## src/rtl/waveform_oscillator.sv

```systemverilog
// Multi-waveform oscillator: a prescaled phase accumulator mapped to pulse, sawtooth
// or triangle samples, with a once-per-period sync strobe aligned to the phase-0 sample.
module waveform_oscillator #(
    parameter int DATA_WIDTH = 8,
    parameter int CNT_WIDTH  = 32
) (
    input  logic                  clk,
    input  logic                  rst,
    input  logic                  enable,
    input  logic [1:0]            mode,
    input  logic [CNT_WIDTH-1:0]  count_max,
    input  logic [DATA_WIDTH-1:0] duty,
    output logic [DATA_WIDTH-1:0] data,
    output logic                  sync
);

    localparam logic [DATA_WIDTH-1:0] ALL_ONES  = {DATA_WIDTH{1'b1}};
    localparam logic [DATA_WIDTH-1:0] ZERO_DATA = {DATA_WIDTH{1'b0}};
    localparam logic [DATA_WIDTH-1:0] ONE_DATA  = {{(DATA_WIDTH-1){1'b0}}, 1'b1};
    localparam logic [CNT_WIDTH-1:0]  ZERO_CNT  = {CNT_WIDTH{1'b0}};
    localparam logic [CNT_WIDTH-1:0]  ONE_CNT   = {{(CNT_WIDTH-1){1'b0}}, 1'b1};

    logic [CNT_WIDTH-1:0]  cnt_r;
    logic [DATA_WIDTH-1:0] phase_r;
    logic [DATA_WIDTH-1:0] data_r;
    logic                  wrap_r;
    logic                  sync_r;
    logic                  tick_s;

    // Triangle folds the upper half back down, so the peak and zero each appear twice.
    function automatic logic [DATA_WIDTH-1:0] wave_sample(
        input logic [1:0]            m,
        input logic [DATA_WIDTH-1:0] ph,
        input logic [DATA_WIDTH-1:0] d
    );
        logic [DATA_WIDTH-1:0] result;
        result = ZERO_DATA;
        case (m)
            2'd0: begin
                if (ph < d) begin
                    result = ALL_ONES;
                end else begin
                    result = ZERO_DATA;
                end
            end
            2'd1: result = ph;
            2'd2: begin
                if (ph[DATA_WIDTH-1]) begin
                    result = {~ph[DATA_WIDTH-2:0], 1'b0};
                end else begin
                    result = {ph[DATA_WIDTH-2:0], 1'b0};
                end
            end
            default: result = ZERO_DATA;
        endcase
        return result;
    endfunction

    // Prescaler terminal detect; >= lets a lowered count_max take effect immediately.
    always_comb begin
        tick_s = 1'b0;
        if (enable && (cnt_r >= count_max)) begin
            tick_s = 1'b1;
        end else begin
            tick_s = 1'b0;
        end
    end

    // Prescaler, phase accumulator, sample register and two-stage sync pipeline.
    always_ff @(posedge clk) begin
        if (rst) begin
            cnt_r   <= ZERO_CNT;
            phase_r <= ZERO_DATA;
            data_r  <= ZERO_DATA;
            wrap_r  <= 1'b0;
            sync_r  <= 1'b0;
        end else begin
            data_r <= wave_sample(mode, phase_r, duty);
            sync_r <= wrap_r;
            wrap_r <= tick_s && (phase_r == ALL_ONES);
            if (enable) begin
                if (tick_s) begin
                    cnt_r   <= ZERO_CNT;
                    phase_r <= phase_r + ONE_DATA;
                end else begin
                    cnt_r   <= cnt_r + ONE_CNT;
                    phase_r <= phase_r;
                end
            end else begin
                cnt_r   <= cnt_r;
                phase_r <= phase_r;
            end
        end
    end

    assign data = data_r;
    assign sync = sync_r;

endmodule

```

## config.mk

```make
export PLATFORM = sky130hd
export DESIGN_NAME = waveform_oscillator
export DESIGN_NICKNAME = d
export VERILOG_FILES = /design/src/rtl/waveform_oscillator.sv
export SDC_FILE = /design/constraint.sdc
export NUM_CORES = 1
export LEC_CHECK = 0
export ABC_AREA = 1
export CAP_MARGIN = 25
export CORE_MARGIN = 4
export CORE_UTILIZATION = 43
export CTS_CLUSTER_DIAMETER = 60
export DETAILED_ROUTE_END_ITERATION = 12
export PLACE_DENSITY = 0.73
export RECOVER_POWER = 50
export SYNTH_ARGS = -nofsm -noshare
export SYNTH_HDL_FRONTEND = slang
export SYNTH_SLANG_ARGS = --single-unit
```

## constraint.sdc

```tcl
create_clock -name clk -period 2 [get_ports clk]
set_clock_uncertainty 0.2 [all_clocks]
set_input_delay 0.5 -clock clk [delete_from_list [all_inputs] [get_ports clk]]
set_output_delay 0.5 -clock clk [all_outputs]
set_load 0.1 [all_outputs]
```

# Yosys cells after proc, flatten, opt, wreduce, memory -nomap -nowiden
# Index checks and enable logic that the tools add are counted.
[totals] register_bits=50 output_inout_bits=9 wordCells=22 in_bits=45
[classes] mux=5 n_addsub=2 bitwise_logic=1 n_reduce_logical=4 n_lt_le_gt_ge=2 n_eq_ne=3
[ops] operator="adder 32 x 1 -> 32 bit (second input constant)" n=1
[ops] operator=">= comparator 32 bit" n=1
[ops] operator="2-to-1 mux 32 bit" n=1
[ops] operator="one-hot mux 8 bit (3 select lines)" n=1
[ops] operator="2-to-1 mux 8 bit" n=2
[ops] operator="adder 8 x 1 -> 8 bit (second input constant)" n=1
[ops] operator="equality test 8 bit (second input constant)" n=1
[ops] operator="less-than comparator 8 bit" n=1
[ops] operator="inverter 7 bit" n=1
[ops] operator="equality test 2 x 1 -> 1 bit (second input constant)" n=1
[ops] operator="equality test 2 bit (second input constant)" n=1
[ops] operator="logical AND 1 bit" n=2
[ops] operator="zero test 2 bit" n=1
[ops] operator="AND reduction 2 bit" n=1
[ops] operator="2-to-1 mux 1 bit" n=1

# Depth between registers and ports, before layout
# Gate-level depths: netlist of the first run.
[depth] word_depth=4 ltp_mapped=17 mapped_depth_nobuf=17

# Worst setup path after synthesis of the first run
# Ideal clock, no wire load.
[synth_path] kind="input to register" from="input port count_max[7]" to="register cnt_r[24]" path_slack_ns=-0.150 stages=16 setup_time_ns=0.117 required_time_ns=1.683 n_path_buf=1 arrival_ns=1.833 path_cell_list="inv_1 ha_1 nand2_1 inv_1 nand2_1 nor2_1 nor2_1 nand2_1 nand2_1 nand2_1 nand2_1 nand2_2 nand2_1 nand2_1 buf_2 nor2_1"
[synth_via] elab_chain_len=4
[synth_rtl] element="start, declared" line="11" text="input logic [CNT_WIDTH-1:0] count_max,"
[synth_rtl] element=">= comparator 32 bit" line="62" text="if (enable && (cnt_r >= count_max)) begin"
[synth_rtl] element="logical AND 1 bit" line="62"
[synth_rtl] element="2-to-1 mux 1 bit" line="62"
[synth_rtl] element="2-to-1 mux 32 bit" line="82" text="if (tick_s) begin"
[synth_rtl] element="end signal, assigned" line="86" text="cnt_r <= cnt_r + ONE_CNT;"
[synth_rtl] element="end signal, assigned" line="90" text="cnt_r <= cnt_r;"
[synth_rtl] element="end, declared" line="23" text="logic [CNT_WIDTH-1:0] cnt_r;"
# Every way passes these cells.
# A chain may end at the register's enable or synchronous reset.

# Final worst setup path of the first run
[layout_path] from="input port count_max[17]" to="register phase_r[3]"
[layout_via] elab_chain_len=4
[layout_rtl] element=">= comparator 32 bit" line="62"
[layout_rtl] element="logical AND 1 bit" line="62"
[layout_rtl] element="2-to-1 mux 1 bit" line="62"
[layout_rtl] element="AND reduction 2 bit (no source line)"
[layout_rtl] element="end signal, assigned" line="84" text="phase_r <= phase_r + ONE_DATA;"
[layout_rtl] element="end signal, assigned" line="87" text="phase_r <= phase_r;"
[layout_rtl] element="end signal, assigned" line="91" text="phase_r <= phase_r;"
[layout_rtl] element="end, declared" line="24" text="logic [DATA_WIDTH-1:0] phase_r;"
# Every way passes these cells.

==> impl_metrics.json, run 1 <==
{
  "io_buffers": 53,
  "detailedRoute.firstPassIterationCount": 4,
  "wire_length_of_the_first_global_routing_pass_um": 15100,
  "p_leak_nw": 2.36,
  "drc": 0,
  "ir_worst_vdd_v": 0.000267,
  "setup.worst_path.class": "input port to flop",
  "tns_ns": 0,
  "cp.buffers_inverters": 3,
  "crit_path_cell_trace": "dlygate4sd2_1 > inv_4 > ha_4 > a21oi_2 > o21ai_1 > nand2_1 > nand2_2 > a21oi_4 > nand2_4 > nand2_8 > buf_6 > nand2_2 > a21oi_2",
  "std_cell_rows": 32,
  "crit_path_end_kind": "flop",
  "timing.critical_path.slowest_cell_delay_ns": 0.25,
  "synth.avg_cell_area_um2": 6.85,
  "n_fill_cell": 625,
  "post_synthesis_sequential_element_count": 50,
  "power_per_cell_area_nw_per_um2": 406,
  "report.power.total_mw": 2.22,
  "timing.max_cap.violations": 0,
  "timing.final.crit_period_ns": 1.99,
  "detail-route-antenna-nets": 0,
  "dieArea_um2": 9750,
  "grt.total_usage": 0.182,
  "largest_net_degree_at_the_start_of_global_routing": 22,
  "setup_repair_after_global_routing_missed_its_margin": "yes",
  "syn_nets": 604,
  "layout-area-overhead-vs-synth_pct": 54.7,
  "yosysSeqAreaShare": 0.283,
  "slew_limit_headroom": 0.719,
  "cts.reportedPaths.clkPinSlew_ns": 0.10,
  "mostFrequentLayoutCell": "sky130_fd_sc_hd__nand2_1",
  "nets": 714,
  "ys_warn_count": 0,
  "drt_wl_total_um": 8900,
  "antenna_cells": 0,
  "worstSkewPairLatency_ns": 0.30,
  "syn-instance-count": 517,
  "die_width_um": 98.7,
  "post-dp-hpwl_um": 6800,
  "first_global_vias": 3526,
  "post_route_cells_drive_above_1_share": 0.366,
  "crit-reg2reg-launch": "cnt_r[0]$_SDFFE_PP0P_",
  "post_synth_num_cell_types": 29,
  "viasPerCell": 4.95,
  "cell_family_with_most_cp_delay": "compound AO/OA/AOI/OAI gates",
  "cp_slowest_cell": "sky130_fd_sc_hd__dlygate4sd2_1",
  "routabilityCongestion": 0.924,
  "grt_total_ovfl": 0,
  "hold_path_startpoint": "wrap_r$_SDFF_PP0_",
  "route.detailed.wl_per_inst_um": 12.2,
  "hold_path_class": "flop to flop",
  "fp.dieH_um": 98.7,
  "report.final.setup_viol": 0,
  "cts_made_buffers": 5,
  "critical_path.startpoint": "count_max[17]",
  "finalNonFillerCells": 730,
  "clock_sink_count": 50,
  "critPathMaxFanout": 7,
  "final_util": 0.698,
  "worstPathRequired_ns": 2.05,
  "timing_max_transition_violations_final": 0,
  "status": "completed",
  "timing_hold_violations_final": 0,
  "final_std_cell_area_no_fill_um2": 5480,
  "cts_root_buf": "sky130_fd_sc_hd__clkbuf_8",
  "timing_worst_slew_pin_value_ns": 0.419,
  "cts_buffer_depth": 2,
  "timing.final.crit_share": 0.993,
  "drc_marker_count_from_the_first_detailed_route_iteration": 108,
  "clock_tree_from_tritoncts": "yes",
  "placedInstanceArea_um2": 4890,
  "total_number_of_h_tree_levels": 2,
  "ios": 54,
  "floorplan.initialDensity": 0.451,
  "clock.fmax_ghz": 0.504,
  "critPathArrivalTime_ns": 2.03,
  "synth.cell_area_um2": 3540,
  "placed_insts": 717,
  "antenna_found_initial": 0,
  "layout.cells.most_common_list": "sky130_fd_sc_hd__nand2_1, sky130_fd_sc_hd__inv_1, sky130_fd_sc_hd__buf_4, sky130_fd_sc_hd__nor2_1, sky130_fd_sc_hd__dfxtp_1",
  "worstSetupStartpointType": "input port",
  "routed-via-count": 3614,
  "area_of_the_core_um2": 7850
}
==> path summary, 6_finish.rpt <==
check,to,slack (ns),cells past startpoint
setup / recovery,phase_r[3]$_SDFFE_PP0P_,0.01,13
hold / removal,sync$_SDFF_PP0_,0.21,2
setup reg to reg,phase_r[3]$_SDFFE_PP0P_,0.02,14
hold reg to reg,sync$_SDFF_PP0_,0.21,2
==> sequential cells by signal (all words and copies together) (netlist names) <==
name / count
sync: 1
data: 8
wrap_r: 1
phase_r: 8
cnt_r: 32
==> cell usage after synthesis <==
cell type	n	area, um2
sky130_fd_sc_hd__a21oi_1	36	180
sky130_fd_sc_hd__a21oi_2	1	8.76
sky130_fd_sc_hd__buf_1	1	3.75
sky130_fd_sc_hd__buf_2	4	20.0
sky130_fd_sc_hd__buf_4	1	7.51
sky130_fd_sc_hd__clkbuf_1	4	15.0
sky130_fd_sc_hd__dfxtp_1	50	1000
sky130_fd_sc_hd__ha_1	42	526
sky130_fd_sc_hd__inv_1	93	349
sky130_fd_sc_hd__nand2_1	103	387
sky130_fd_sc_hd__nand2_2	3	18.8
sky130_fd_sc_hd__nand2_4	2	22.5
sky130_fd_sc_hd__nand3_1	28	140
sky130_fd_sc_hd__nand3_4	2	35.0
sky130_fd_sc_hd__nand3b_1	1	7.51
sky130_fd_sc_hd__nand4_1	11	68.8
sky130_fd_sc_hd__nor2_1	64	240
sky130_fd_sc_hd__nor2_2	1	6.26
sky130_fd_sc_hd__nor2_4	3	33.8
sky130_fd_sc_hd__nor2_8	1	20.0
sky130_fd_sc_hd__nor3_1	14	70.1
sky130_fd_sc_hd__nor3_2	3	30.0
sky130_fd_sc_hd__o2111ai_1	1	8.76
sky130_fd_sc_hd__o21a_1	2	15.0
sky130_fd_sc_hd__o21ai_0	15	75.1
sky130_fd_sc_hd__o21ai_1	2	10.0
sky130_fd_sc_hd__o22ai_1	5	31.3
sky130_fd_sc_hd__xnor2_1	8	70.1
sky130_fd_sc_hd__xor2_1	16	140
==> power breakdown <==
group          leakage, nW  switching [mW]  internal, mW
sequential           0.409          0.0123          1.00
clock               0.0683           0.355         0.501
combinational         1.88           0.186         0.163
total                 2.36           0.553          1.67
==> logic make-up after synthesis <==
kind of cell | Yosys count | synth area share
compound gates | 62 | 0.0929
xor+xnor | 24 | 0.0594
fa+ha+maj | 42 | 0.148
flops | 50 | 0.283
simple gates | 236 | 0.305
buf+inv | 103 | 0.112
==> metal layers <==
metal  GRT usage  vias to the layer above  wire length (um)
met5           0                        -                 0
li1            -                     1862                 -
met2       0.326                       66              4500
met4      0.0368                        0               113
met1       0.228                     1674              3920
met3      0.0311                       12               366
==> metrics by stage <==
step | setup WS (ns) | hold slack, ns
2_1_floorplan | -0.0251 | 0.188
3_3_place_gp | -0.735 | 0.198
3_5_place_dp | -0.781 | 0.199
4_1_cts | 0.000177 | 0.212
5_1_grt | -0.0848 | 0.225
6_report | 0.0148 | 0.208
==> layout make-up <==
class / instances / area, um2 / share of cell area
clock buffers: 5 / 68.8 / 0.0126
clock inverters: 3 / 68.8 / 0.0126
repair buffers: 113 / 1020 / 0.186
multi-input cells: 364 / 2810 / 0.512
flip-flops and latches: 50 / 1020 / 0.185
well taps: 102 / 128 / 0.0233
inverters: 93 / 369 / 0.0674
==> worst register-to-register path, delay by kind of cell (launching register included) <==
family                     cells  cell delay (ns)
DFF                            1             0.39
AOI/OAI and AO/OA              1             0.05
and+or+nand+nor               10             0.80
adders and majority gates      1             0.25
buffers and inverters          2             0.21
==> what timing repair did <==
action                     CTS  global route
hold buffers                 0             0
setup endpoints to repair   42            49
resized for setup          119            63
hold endpoints to repair     0             0
pin swaps                   57            32
setup buffers                4             1
(Power assumes the default switching activity.)
==> run 2: changes to the inputs <==
CORE_MARGIN = 1.5   (was 4)
==> impl_metrics.json, run 2 (same netlist as run 1, synthesis figures left out) <==
{
  "cts.reportedPaths.clkPinSlew_ns": 0.10,
  "largest_net_degree_at_the_start_of_global_routing": 22,
  "std_cell_rows": 32,
  "drc_marker_count_from_the_first_detailed_route_iteration": 144,
  "floorplan.initialDensity": 0.451,
  "route.detailed.wl_per_inst_um": 12.9,
  "p_leak_nw": 2.32,
  "largest-register": "cnt_r",
  "timing.max_cap.violations": 0,
  "largest_register_ff_count": 32,
  "area_of_the_core_um2": 7850,
  "critical_path.startpoint": "count_max[18]",
  "io_buffers": 53,
  "critPathArrivalTime_ns": 2.04,
  "report.final.setup_viol": 0,
  "power_per_cell_area_nw_per_um2": 384,
  "antenna_cells": 0,
  "routabilityCongestion": 0.924,
  "die_width_um": 93.7,
  "first_global_vias": 3755,
  "wire_length_of_the_first_global_routing_pass_um": 15600,
  "crit-reg2reg-launch": "cnt_r[0]$_SDFFE_PP0P_",
  "clock_sink_count": 50,
  "grt_total_ovfl": 0,
  "post_route_cells_drive_above_1_share": 0.388,
  "detail-route-antenna-nets": 0,
  "drt_wl_total_um": 9380,
  "worstPathRequired_ns": 2.05,
  "worstSkewPairLatency_ns": 0.30,
  "drc": 0,
  "setup.worst_path.class": "input port to flop",
  "crit_path_end_kind": "flop",
  "critPathMaxFanout": 7,
  "tns_ns": 0,
  "viasPerCell": 5.02,
  "regToRegSetupSlack_ns": 0.04,
  "post-dp-hpwl_um": 6860,
  "timing.final.crit_share": 0.996,
  "timing_max_transition_violations_final": 0,
  "cts_root_buf": "sky130_fd_sc_hd__clkbuf_8",
  "slew_limit_headroom": 0.743,
  "clock_tree_from_tritoncts": "yes",
  "fp.dieH_um": 93.7,
  "setup_repair_after_global_routing_missed_its_margin": "yes",
  "layout.cells.most_common_list": "sky130_fd_sc_hd__nand2_1, sky130_fd_sc_hd__inv_1, sky130_fd_sc_hd__buf_4, sky130_fd_sc_hd__nor2_1, sky130_fd_sc_hd__dfxtp_1",
  "worst_reg_to_reg_cells": 14,
  "clock.fmax_ghz": 0.502,
  "total_number_of_h_tree_levels": 2,
  "ir_worst_vdd_v": 0.000307,
  "routed-via-count": 3654,
  "worstSetupStartpointType": "input port",
  "crit_path_end": "phase_r[3]$_SDFFE_PP0P_",
  "timing.final.crit_period_ns": 1.99,
  "dieArea_um2": 8790,
  "layout-area-overhead-vs-synth_pct": 55.5,
  "detailedRoute.firstPassIterationCount": 4,
  "timing_worst_slew_pin_value_ns": 0.383,
  "ios": 54,
  "timing_hold_violations_final": 0,
  "final_util": 0.702,
  "grt.total_usage": 0.219,
  "rr_endpoint": "phase_r[3]$_SDFFE_PP0P_",
  "antenna_found_initial": 0,
  "mostFrequentLayoutCell": "sky130_fd_sc_hd__nand2_1",
  "cts_made_buffers": 5,
  "status": "completed",
  "hold_path_class": "flop to flop",
  "cts_buffer_depth": 2,
  "fin_worst_hold_slack_ns": 0.257,
  "report.power.total_mw": 2.11,
  "nets": 712
}
-- run 2: worst min path at each step --
stage	startpoint	to	slack (ns)	cells after the start
finish	wrap_r$_SDFF_PP0_	sync$_SDFF_PP0_	0.26	2
global route	wrap_r$_SDFF_PP0_	sync$_SDFF_PP0_	0.26	2
CTS	wrap_r$_SDFF_PP0_	sync$_SDFF_PP0_	0.23	2
detailed placement	wrap_r$_SDFF_PP0_	sync$_SDFF_PP0_	0.20	2
global placement	wrap_r$_SDFF_PP0_	sync$_SDFF_PP0_	0.19	2
floorplan	wrap_r$_SDFF_PP0_	sync$_SDFF_PP0_	0.19	2
-- run 2: worst max-delay path, stage by stage --
cell and delay (ns):
sky130_fd_sc_hd__dlygate4sd2_1 0.24, sky130_fd_sc_hd__inv_1 0.09, sky130_fd_sc_hd__ha_4 0.21, sky130_fd_sc_hd__nand2_2 0.07, sky130_fd_sc_hd__o21ai_2 0.06, sky130_fd_sc_hd__nand2_1 0.08, sky130_fd_sc_hd__nand2_2 0.08, sky130_fd_sc_hd__a21oi_4 0.18
sky130_fd_sc_hd__nand2_4 0.09, sky130_fd_sc_hd__nand2_8 0.11, sky130_fd_sc_hd__buf_6 0.14, sky130_fd_sc_hd__nand2_4 0.05, sky130_fd_sc_hd__a21oi_2 0.12
-- run 2: timing repair --
action,4_1_cts,5_1_grt
pin swaps,72,41
setup buffers,3,1
hold buffers,0,0
endpoints found under the hold margin,0,0
setup endpoints to repair,43,48
resized for setup,124,75
-- run 2: layer usage --
layer	track usage	routed length [um]	share of wire	up-vias
li1	-	-	-	1856
met1	0.250	3990	0.43	1698
met2	0.415	4860	0.52	86
met3	0.0316	382	0.041	14
met4	0.0672	150	0.016	0
met5	0	0	0	-
-- run 2: through the flow --
stage / setup slack (ns) / cell area [um2] / instances
2_1_floorplan: -0.0251 / 3800 / 517
3_3_place_gp: -0.732 / 4890 / 716
3_5_place_dp: -0.793 / 4890 / 716
4_1_cts: 0.000722 / 5290 / 727
5_1_grt: -0.0846 / 5510 / 728
6_report: 0.00727 / 5510 / 728
-- run 2: power by group --
part	internal, mW	switching [mW]	total [mW]
Combinational	0.169	0.194	0.363
Sequential	1.00	0.0102	1.01
Clock	0.376	0.360	0.735
Total	1.55	0.564	2.11
-- run 2: layout make-up --
| class | instances | area [um2] |
|---|---|---|
| inverter | 93 | 367 |
| clock inverter | 3 | 43.8 |
| timing repair buffer | 111 | 1030 |
| fill | 609 | 2340 |
| multi-input combinational | 364 | 2850 |
| clock buffer | 5 | 68.8 |
| tap | 102 | 128 |
| sequential | 50 | 1020 |
==> run 3: changes to the inputs <==
CELL_PAD_IN_SITES_DETAIL_PLACEMENT = 1   (was unset)
CELL_PAD_IN_SITES_GLOBAL_PLACEMENT = 1   (was unset)
CORE_UTILIZATION = 35   (was 43)
PLACE_DENSITY = 0.82   (was 0.73)
==> impl_metrics.json, run 3 (same netlist as run 1, synthesis figures left out) <==
{
  "status": "complete, but fails checks",
  "violations": "negative setup slack",
  "cp_slowest_cell": "sky130_fd_sc_hd__ha_1",
  "clock.fmax_ghz": 0.478,
  "cts_made_buffers": 5,
  "total_number_of_h_tree_levels": 2,
  "timing.critical_path.slowest_cell_delay_ns": 0.30,
  "mostFrequentLayoutCell": "sky130_fd_sc_hd__nand2_1",
  "grt.total_usage": 0.227,
  "cell_family_with_most_cp_delay": "simple AND/OR/NAND/NOR gates",
  "timing_hold_violations_final": 0,
  "ir_worst_vdd_v": 0.000282,
  "nets": 715,
  "routabilityCongestion": 0.856,
  "antenna_cells": 0,
  "crit_path_end_kind": "flop",
  "grt_total_ovfl": 0,
  "fp.dieH_um": 104,
  "largest_net_degree_at_the_start_of_global_routing": 22,
  "timing_max_transition_violations_final": 0,
  "n_fill_cell": 1174,
  "crit_path_cell_trace": "clkdlybuf4s15_1 > inv_1 > ha_1 > nand2_2 > o21ai_1 > nand2_1 > nand2_2 > a21oi_4 > nand2_4 > buf_6 > nand3b_1 > nand2_1 > nor2_1",
  "setup.worst_path.class": "input port to flop",
  "detailedRoute.firstPassIterationCount": 4,
  "critPathMaxFanout": 8,
  "regToRegSetupSlack_ns": -0.09,
  "cts_root_buf": "sky130_fd_sc_hd__clkbuf_8",
  "crit-reg2reg-launch": "cnt_r[17]$_SDFFE_PP0P_",
  "report.final.setup_viol": 22,
  "worstPathRequired_ns": 2.04,
  "critPathArrivalTime_ns": 2.13,
  "largest_register_ff_count": 32,
  "dpl_worst_slack_ns": -0.927,
  "fin_worst_hold_slack_ns": 0.231,
  "worst_reg_to_reg_cells": 11,
  "worstSkewPairLatency_ns": 0.32,
  "cts.reportedPaths.clkPinSlew_ns": 0.11,
  "std_cell_rows": 36,
  "post-dp-hpwl_um": 8620,
  "detail-route-antenna-nets": 0,
  "final_std_cell_area_no_fill_um2": 5670,
  "clock_tree_from_tritoncts": "yes",
  "layout.cells.most_common_list": "sky130_fd_sc_hd__nand2_1, sky130_fd_sc_hd__inv_1, sky130_fd_sc_hd__buf_4, sky130_fd_sc_hd__nor2_1, sky130_fd_sc_hd__dfxtp_1",
  "power_per_cell_area_nw_per_um2": 378,
  "die_width_um": 104,
  "cp.buffers_inverters": 3,
  "timing_worst_slew_pin_value_ns": 0.448,
  "timing.final.crit_share": 1.05,
  "hold_path_class": "flop to flop",
  "routed-via-count": 3827,
  "final_util": 0.580,
  "worstSetupStartpointType": "input port",
  "largest-register": "cnt_r",
  "ios": 54,
  "timing.final.crit_period_ns": 2.09,
  "drt_wl_total_um": 13000,
  "layout.area.seq_um2": 1020,
  "post_route_cells_drive_above_1_share": 0.429,
  "wire_length_of_the_first_global_routing_pass_um": 20000,
  "timing.max_cap.violations": 0,
  "io_buffers": 53,
  "floorplan.initialDensity": 0.362,
  "dieArea_um2": 10700,
  "antenna_found_initial": 0,
  "layout-area-overhead-vs-synth_pct": 60.1,
  "p_leak_nw": 2.37,
  "rr_endpoint": "phase_r[1]$_SDFFE_PP0P_",
  "area_of_the_core_um2": 9770,
  "hold_path_startpoint": "wrap_r$_SDFF_PP0_",
  "slew_limit_headroom": 0.699,
  "drc_marker_count_from_the_first_detailed_route_iteration": 95,
  "viasPerCell": 5.02,
  "route.detailed.wl_per_inst_um": 17.0,
  "sink_of_the_worst_hold_path": "sync$_SDFF_PP0_",
  "worstHoldPathCells": 2,
  "cts_buffer_depth": 2,
  "drc": 0,
  "clock_sink_count": 50,
  "post-route-worst-setup-slack_ns": -0.0925,
  "placedInstanceArea_um2": 4940,
  "setup_repair_after_global_routing_missed_its_margin": "yes",
  "multi_input_comb_area_um2": 2970,
  "first_global_vias": 4289
}
run 3: worst max path at each step:
stage,from,endpoint,slack [ns],cells after the start
floorplan,count_max[7],phase_r[7]$_SDFFE_PP0P_,-0.03,16
CTS,count_max[3],phase_r[4]$_SDFFE_PP0P_,0.0007,17
finish,count_max[18],phase_r[1]$_SDFFE_PP0P_,-0.09,13
global placement,count_max[7],cnt_r[27]$_SDFFE_PP0P_,-0.85,16
detailed placement,count_max[7],cnt_r[27]$_SDFFE_PP0P_,-0.93,16
global route,count_max[18],phase_r[1]$_SDFFE_PP0P_,-0.17,13
run 3: layout make-up:
type / count / area share
clock buffers: 5 / 0.0121
inverters: 93 / 0.0651
clock inverters: 3 / 0.00706
well taps: 133 / 0.0293
repair buffers: 114 / 0.183
flip-flops and latches: 50 / 0.180
multi-input cells: 364 / 0.523
run 3: through the flow:
stage	total power, mW	TNS (ns)	std cells
after global placement	1.36	-34.61	748
after CTS	2.12	0	760
after detailed placement	1.37	-37.56	748
after global routing	2.21	-3.75	762
after floorplan	1.20	-0.119	517
final	2.14	-0.510	762
run 3: what timing repair did:
action                                  CTS  global route
pin swaps                                77            25
endpoints found under the setup margin   41            49
gates resized for setup                 166            67
buffers inserted                          4             3
hold buffers                              0             0
endpoints found under the hold margin     0             0
run 3: worst reg2reg max path: cells and delay by family (launching register included):
| family | cells | cell delay [ns] |
|---|---|---|
| compound gates | 3 | 0.41 |
| fa+ha+maj | 1 | 0.23 |
| buf+inv | 1 | 0.15 |
| flops | 1 | 0.42 |
| simple gates | 6 | 0.60 |
run 3: per-layer routing:
metal / part of all wire / up-vias / wire (um) / track usage
met2: 0.55 / 83 / 7180 / 0.453
met4: 0.023 / 0 / 299 / 0.0714
met1: 0.40 / 1850 / 5150 / 0.244
met5: 0 / - / 0 / 0
met3: 0.026 / 30 / 342 / 0.0289
li1: - / 1864 / - / -
run 3: power by group:
part / switching, mW / internal [mW] / total (mW)
Sequential: 0.0135 / 1.00 / 1.02
Combinational: 0.205 / 0.171 / 0.376
Clock: 0.382 / 0.369 / 0.751
==> variant, RTL diff (config.mk and constraints of run 1) <==
Register the inputs `enable`, `mode`, `count_max` and `duty` before use. The logic sees them one clock later.
--- a/src/rtl/waveform_oscillator.sv
+++ b/src/rtl/waveform_oscillator.sv
@@ -21,2 +21,14 @@
     localparam logic [CNT_WIDTH-1:0]  ONE_CNT   = {{(CNT_WIDTH-1){1'b0}}, 1'b1};
+
+    logic enable_q;
+    logic [1:0] mode_q;
+    logic [CNT_WIDTH-1:0] count_max_q;
+    logic [DATA_WIDTH-1:0] duty_q;
+
+    always_ff @(posedge clk) begin
+        enable_q    <= enable;
+        mode_q      <= mode;
+        count_max_q <= count_max;
+        duty_q      <= duty;
+    end
 
@@ -61,3 +73,3 @@
         tick_s = 1'b0;
-        if (enable && (cnt_r >= count_max)) begin
+        if (enable_q && (cnt_r >= count_max_q)) begin
             tick_s = 1'b1;
@@ -77,6 +89,6 @@
         end else begin
-            data_r <= wave_sample(mode, phase_r, duty);
+            data_r <= wave_sample(mode_q, phase_r, duty_q);
             sync_r <= wrap_r;
             wrap_r <= tick_s && (phase_r == ALL_ONES);
-            if (enable) begin
+            if (enable_q) begin
                 if (tick_s) begin
Function: changed (a bounded check fails within 4 cycles, from zero or initial values and one cycle with rst high).
==> variant against run 1 <==
The run now ends with negative setup slack left; setup slack worse by 0.024 ns; via count rose by 3.1%; routed wire length is 4.9% higher; sequential cell count increased by 43; area after synthesis up 23%; combinational power decreased by 17%; cell area increased by 6.2%; first-iteration DRC count is 130% higher; critical path depth grew 3; final cell count grew 8.4%; power is 62% higher; largest power group unchanged.
==> variant: results (changes against run 1) <==
[placement]
place_ws_ns=-0.122  ; +0.659 ns
place_congestion=0.902  ; -2.3%
dp_hpwl_um=7200  ; +5.9%

[global_route]
grt_max_degree=16  ; -27%
grt_pass1_wl_um=15400  ; +1.8%
grt_usage_pct=16.2  ; -2.0 points
grt_pass1_vias=3641  ; +3.3%
met3_usage_pct=3.61  ; +0.50 points

[pwr]
p_leak_nw=2.67  ; +13%
internal_power_mw=2.76  ; +65%
pg_seq_mw=1.93  ; +89%
swShare_pct=23.2  ; -1.6 points
ir_drop_uv=388  ; +45%

[clock_tree]
clock_latency_ns=0.37  ; +0.07 ns
postCtsSetupBuffers=0  ; -4
cts_inserted_buffers=9  ; +4
cts-htree-levels=3  ; +1
cts_resized=12  ; -90%

[critical_path]
rr_worst_depth=16  ; +2
cp.arrival_ns=2.11  ; +0.08 ns
worst-path-max-fanout=6  ; -1
critPathTopFamily=simple AND/OR/NAND/NOR gates
slowest_delay_ns=0.32  ; +0.07 ns
cpMaxStageDelayCell=dfxtp_1

[logic_synthesis]
netlist_instances=558  ; +7.9%
synth_common_cells=nand2_1 (105), inv_1 (102), dfxtp_1 (93)
ys_types=31  ; +6.9%
ys_seq_area_share_pct=42.7  ; +14 points

[cells_and_area]
instances_no_fill=791  ; +8.4%

[status]
violations=negative setup slack
status=complete, but fails checks

[detailed_routing]
drt-initial-drc-count=251  ; +130%
detail_route.wl_per_cell_um=11.8  ; -3.2%
drt-met1-wl_um=4010  ; +2.4%
wl_met2_um=4620  ; +2.7%
routed_via_density=4.71  ; -4.9%

[timing]
tightest_slew_ns=0.427  ; +0.00760 ns
setup_viol=4  ; +4
fin_ws_ns=-0.00904  ; -0.0239 ns

[variant: changes by cell type after synthesis, moves of 3 or more]
| cell | delta |
|---|---|
| nor2_2 | +5 |
| nand3_1 | -4 |
| inv_1 | +9 |
| nor3_1 | -4 |
| dfxtp_1 | +43 |
| buf_2 | -3 |
| nor2_1 | -3 |
[variant: worst paths after layout]
kind / from / end
setup / recovery: count_max_q[6] / phase_r[5]
hold / removal: wrap_r / sync
setup reg to reg: count_max_q[6] / phase_r[5]
hold reg to reg: wrap_r / sync
[variant: layout make-up]
type                            count  area, um^2
Clock buffer                       11         131
Clock inverter                      5        83.8
Fill cell                         894        4000
Inverter                          104         392
Multi-Input combinational cell    353        2230
Sequential cell                    93        1870
Tap cell                          133         166
Timing Repair Buffer               92         946
[variant: logic make-up after synthesis]
logic type / synth area share [%]
and+or+nand+nor: 23.4
xor gates and xnor gates: 4.42
DFF: 42.7
buffers and inverters: 10.1
AOI/OAI and AO/OA: 7.30
adders and majority gates: 12.1
